### src/rtl/register_sequencer_pkg.sv
// Shared constants for the register sequencer: opcodes, shift directions, FSM state codes.
package register_sequencer_pkg;

    localparam logic [2:0] OP_NOP  = 3'b000;
    localparam logic [2:0] OP_LDA  = 3'b001;
    localparam logic [2:0] OP_LDB  = 3'b010;
    localparam logic [2:0] OP_EXEC = 3'b011;
    localparam logic [2:0] OP_LSH  = 3'b100;
    localparam logic [2:0] OP_RSH  = 3'b101;
    localparam logic [2:0] OP_SHLD = 3'b110;
    localparam logic [2:0] OP_ILL  = 3'b111;

    localparam logic [1:0] SH_LSH  = 2'b10;
    localparam logic [1:0] SH_RSH  = 2'b01;
    localparam logic [1:0] SH_HOLD = 2'b00;

    localparam logic [2:0] ST_IDLE  = 3'd0;
    localparam logic [2:0] ST_LOAD  = 3'd1;
    localparam logic [2:0] ST_WAIT  = 3'd2;
    localparam logic [2:0] ST_STORE = 3'd3;
    localparam logic [2:0] ST_SHIFT = 3'd4;
    localparam logic [2:0] ST_DONE  = 3'd5;

    function automatic logic is_shift(input logic [2:0] op);
        return (op == OP_LSH) || (op == OP_RSH);
    endfunction

endpackage

### src/rtl/register_sequencer_counter.sv
// Loadable down-counter timing the WAIT and SHIFT states; saturates at zero.
module seq_down_counter #(
    parameter int CNT_W = 3
) (
    input  logic             clk,
    input  logic             reset,
    input  logic             load,
    input  logic             dec,
    input  logic [CNT_W-1:0] load_val,
    output logic             tc
);

    logic [CNT_W-1:0] count;

    always_ff @(posedge clk) begin
        if (!reset)
            count <= '0;
        else if (load)
            count <= load_val;
        else if (dec && count != '0)
            count <= count - 1'b1;
    end

    // Terminal count is the last cycle of the timed state, not zero.
    assign tc = (count == CNT_W'(1));

endmodule

### src/rtl/register_sequencer.sv
// Moore control sequencer driving register-file and shift-register enables from a 3-bit opcode.
module register_sequencer
    import register_sequencer_pkg::*;
#(
    parameter int ALU_LAT = 1,
    parameter int CNT_W   = 3
) (
    input  logic             clk,
    input  logic             reset,
    input  logic             instr_valid,
    input  logic [2:0]       instr_op,
    input  logic [CNT_W-1:0] instr_cnt,
    output logic             instr_ready,
    output logic             lda,
    output logic             ldb,
    output logic             ldo,
    output logic             shift_load,
    output logic [1:0]       shift_state,
    output logic             busy,
    output logic             done,
    output logic             err
);

    logic [2:0]       state, next_state;
    logic [2:0]       op_q;
    logic             cnt_load, cnt_dec, cnt_tc;
    logic [CNT_W-1:0] cnt_val;
    logic             accept;

    assign accept = (state == ST_IDLE) && instr_valid;

    always_comb begin
        next_state = state;
        cnt_load   = 1'b0;
        cnt_val    = instr_cnt;
        cnt_dec    = 1'b0;
        case (state)
            ST_IDLE: begin
                if (instr_valid) begin
                    if (instr_op == OP_NOP || instr_op == OP_ILL)
                        next_state = ST_DONE;
                    else if (is_shift(instr_op)) begin
                        if (instr_cnt == '0)
                            next_state = ST_DONE;
                        else begin
                            next_state = ST_SHIFT;
                            cnt_load   = 1'b1;
                        end
                    end else
                        next_state = ST_LOAD;
                end
            end
            ST_LOAD: begin
                if (op_q == OP_EXEC) begin
                    next_state = ST_WAIT;
                    cnt_load   = 1'b1;
                    cnt_val    = CNT_W'(ALU_LAT);
                end else
                    next_state = ST_DONE;
            end
            ST_WAIT: begin
                cnt_dec = 1'b1;
                if (cnt_tc) next_state = ST_STORE;
            end
            ST_STORE: next_state = ST_DONE;
            ST_SHIFT: begin
                cnt_dec = 1'b1;
                if (cnt_tc) next_state = ST_DONE;
            end
            ST_DONE:  next_state = ST_IDLE;
            default:  next_state = ST_IDLE;
        endcase
    end

    always_ff @(posedge clk) begin
        if (!reset) begin
            state <= ST_IDLE;
            op_q  <= OP_NOP;
        end else begin
            state <= next_state;
            if (accept) op_q <= instr_op;
        end
    end

    seq_down_counter #(.CNT_W(CNT_W)) u_cnt (
        .clk      (clk),
        .reset    (reset),
        .load     (cnt_load),
        .dec      (cnt_dec),
        .load_val (cnt_val),
        .tc       (cnt_tc)
    );

    // Outputs decode registered state and the opcode latched at accept only.
    assign instr_ready = (state == ST_IDLE);
    assign busy        = (state != ST_IDLE);
    assign done        = (state == ST_DONE);
    assign err         = (state == ST_DONE) && (op_q == OP_ILL);
    assign lda         = (state == ST_LOAD) && (op_q == OP_LDA || op_q == OP_EXEC);
    assign ldb         = (state == ST_LOAD) && (op_q == OP_LDB || op_q == OP_EXEC);
    assign shift_load  = (state == ST_LOAD) && (op_q == OP_SHLD);
    assign ldo         = (state == ST_STORE);
    assign shift_state = (state != ST_SHIFT) ? SH_HOLD :
                         (op_q == OP_LSH)    ? SH_LSH  : SH_RSH;

endmodule

### config.mk
export PLATFORM = sky130hd
export DESIGN_NAME = register_sequencer
export DESIGN_NICKNAME = d
export VERILOG_FILES = /design/src/rtl/register_sequencer_pkg.sv /design/src/rtl/register_sequencer_counter.sv /design/src/rtl/register_sequencer.sv
export SDC_FILE = /design/constraint.sdc
export NUM_CORES = 1
export LEC_CHECK = 0
export CAP_MARGIN = 10
export CORE_UTILIZATION = 46
export CTS_CLUSTER_SIZE = 30
export DETAILED_ROUTE_END_ITERATION = 12
export PLACE_DENSITY = 0.76
export REMOVE_ABC_BUFFERS = 1
export SYNTH_ARGS = -nofsm -noshare
export SYNTH_HDL_FRONTEND = slang
export SYNTH_HIERARCHICAL = 1
export SYNTH_SLANG_ARGS = --single-unit
### constraint.sdc
create_clock -name clk -period 2.33 [get_ports clk]
set_clock_uncertainty 0.15 [all_clocks]
set_input_delay 0.3495 -clock clk [delete_from_list [all_inputs] [get_ports clk]]
set_output_delay 0.3495 -clock clk [all_outputs]
set_load 0.1 [all_outputs]
==> flow_summary.yaml <==
synthesis:
  syn-cell-area_sq_um: 711
  synth_cell_type_count: 35
  synth_cells: 89
  synth-seq-cells: 9
  syn_avg_cell_area_sq_um: 7.99
  yosysWarnings: 6
  seq_area_frac_synth: 0.254
  synth_edf_count: 0
  synthArstFlopShare: 0
  ys.flop_type: "dfxtp_1"
finish:
  layoutNonFillerInstCount: 124
  layout_commonest_cell: "nor2_1"
  final_layout_size_suffix_gt1_frac: 0.183
  final.fill_count: 124
  syn_to_final_growth_pct: 43.0
  antenna_cells: 0
  mostFrequentLayoutCells: "nor2_1 (15), buf_12 (10), dfxtp_1 (9), clkdlybuf4s50_1 (8)"
  multi_input_area_sq_um: 480
  seq_area_sq_um: 180
  fin_nets: 122
routing:
  drc: 0
  drtIter0Drc: 23
  avgViaCountPerCell: 5.47
  wl_per_cell_um: 13.0
  ant_nets: 0
  via_count: 678
  drt-total-wl_mm: 1.61
  dr.pass1.iters: 4
power_and_ir_drop:
  peakVddDrop_mv: 0.542
  p_leak_nw: 0.408
  power.density_nw_per_um2: 566
worst_setup_path:
  path_class: "reg2out"
  slowest_delay_ns: 0.55
  arrival_ns: 1.67
  critPathCaptureType: "primary output"
  cp-start-kind: "flop"
  slowest_stage: "dfxtp_1"
  crit_path_cell_trace: "nor2b_1, nor3b_1, buf_12"
  path_max_fanout: 10
  required_ns: 1.83
place:
  io_buffers: 18
  numPlacedInstances: 120
  post-dp-hpwl_mm: 1.29
  routabilityCongestion: 0.729
  place_ws_ns: 0.281
clock_tree:
  cts_buffer_depth: 2
  cts_resized: 0
  clkTransAtPathRegs_ns: 0.07
  cts-hold-fix-buffers: 0
  numCtsBuffers: 3
  cts-htree-levels: 1
  clkLatencyLatePin_ns: 0.27
  cts_setup_buffers: 0
  cts-root-buf: "clkbuf_4"
  cts.sinks: 9
  tritoncts: "yes"
grt:
  grt_pass1_vias: 537
  grt.total_usage: 0.220
  grt_antenna_before_repair: 0
  grt_pass1_wl_mm: 2.39
  grt_overflow_total: 0
  grt_max_degree: 15
timing:
  fin_crit_sh: 0.931
  relSlewSlack: 0.663
  rsz0062_at_grt: "no"
  tns_ns: 0
  hold_viol: 0
  slew_violations: 0
  layout_setup_ws_ns: 0.160
  setup_viol_count_final: 0
  tightest_slew_ns: 0.504
  max_freq_mhz: 461
  post-route-min-period_ns: 2.17
die:
  die_w_um: 41.3
  std_cell_rows: 13
  dieArea_sq_um: 1710
  num_io_pins: 19
  coreArea_sq_um: 1370
  die_h_um: 41.3
  start_util: 0.520
job:
  maxCapViolations: 0
worst_hold_path:
  hp-class: "reg2reg"
status:
  status: "complete, no violations"
[final cells by class]
| class | instances | share of cell area |
|---|---|---|
| well taps | 15 | 0.0185 |
| multi-input cells | 71 | 0.473 |
| flip-flops and latches | 9 | 0.177 |
| clock buffers | 4 | 0.0259 |
| inverters | 6 | 0.0222 |
| repair buffers | 19 | 0.283 |
[worst max-delay path, delay by kind of cell, from the launching register on]
family,cells,cell delay [ns]
flops,1,0.55
simple gates,2,0.61
buf+inv,1,0.23
[logic make-up after synthesis]
logic type,Yosys count,share of synthesized area
and+or+nand+nor,50,0.424
AOI/OAI and AO/OA,13,0.130
buffers and inverters,9,0.0704
DFF,9,0.254
muxes,4,0.0563
adders and majority gates,3,0.0528
xor gates and xnor gates,1,0.0123
[power by group]
group / switching, mW / internal [mW]
clock: 0.0588 / 0.0661
combinational: 0.154 / 0.105
sequential: 0.0236 / 0.167
[synth_stat cells, types with 2 or more instances]
master,instances,share of area
nor3_1,3,0.021
nand2b_1,5,0.044
dfxtp_1,9,0.25
nand2_1,6,0.032
and2_1,4,0.035
buf_6,2,0.032
mux2i_1,4,0.056
a21oi_1,4,0.028
nand4b_1,2,0.025
inv_1,6,0.032
nor2_1,15,0.079
o21ai_0,3,0.021
ha_1,3,0.053
nand3_1,2,0.014
[through the flow]
stage                     utilization  total power, mW  hold slack [ns]  cell area, sq um
after detailed placement        0.724            0.454            0.404               990
after global placement          0.724            0.448            0.376               990
after floorplan                     -            0.360            0.338               683
final                           0.744            0.575            0.412              1020
after global routing            0.744            0.601            0.461              1020
after CTS                       0.744            0.577            0.414              1020
[worst paths after layout]
kind                  from        endpoint  slack, ns  cells after the start
setup / recovery  state[0]             lda       0.16                      3
hold reg to reg    op_q[0]         op_q[0]       0.41                      2
setup reg to reg  state[2]  u_cnt/count[0]       0.35                      6
hold / removal     op_q[0]         op_q[0]       0.41                      2
[flip-flops by register name, summed over array words and instances (netlist names)]
register	flops
op_q	3
state	3
u_cnt/count	3
[per-layer routing]
metal  part of all wire  track usage  vias up  wire length [um]
met5                  0            0        -                 0
met4             0.0062       0.0484        0                10
met3              0.048       0.0957        2                77
met2               0.49        0.340       17               792
met1               0.45        0.282      307               729
li1                   -            -      352                 -
Note: power is estimated with default switching activity, not from simulation.
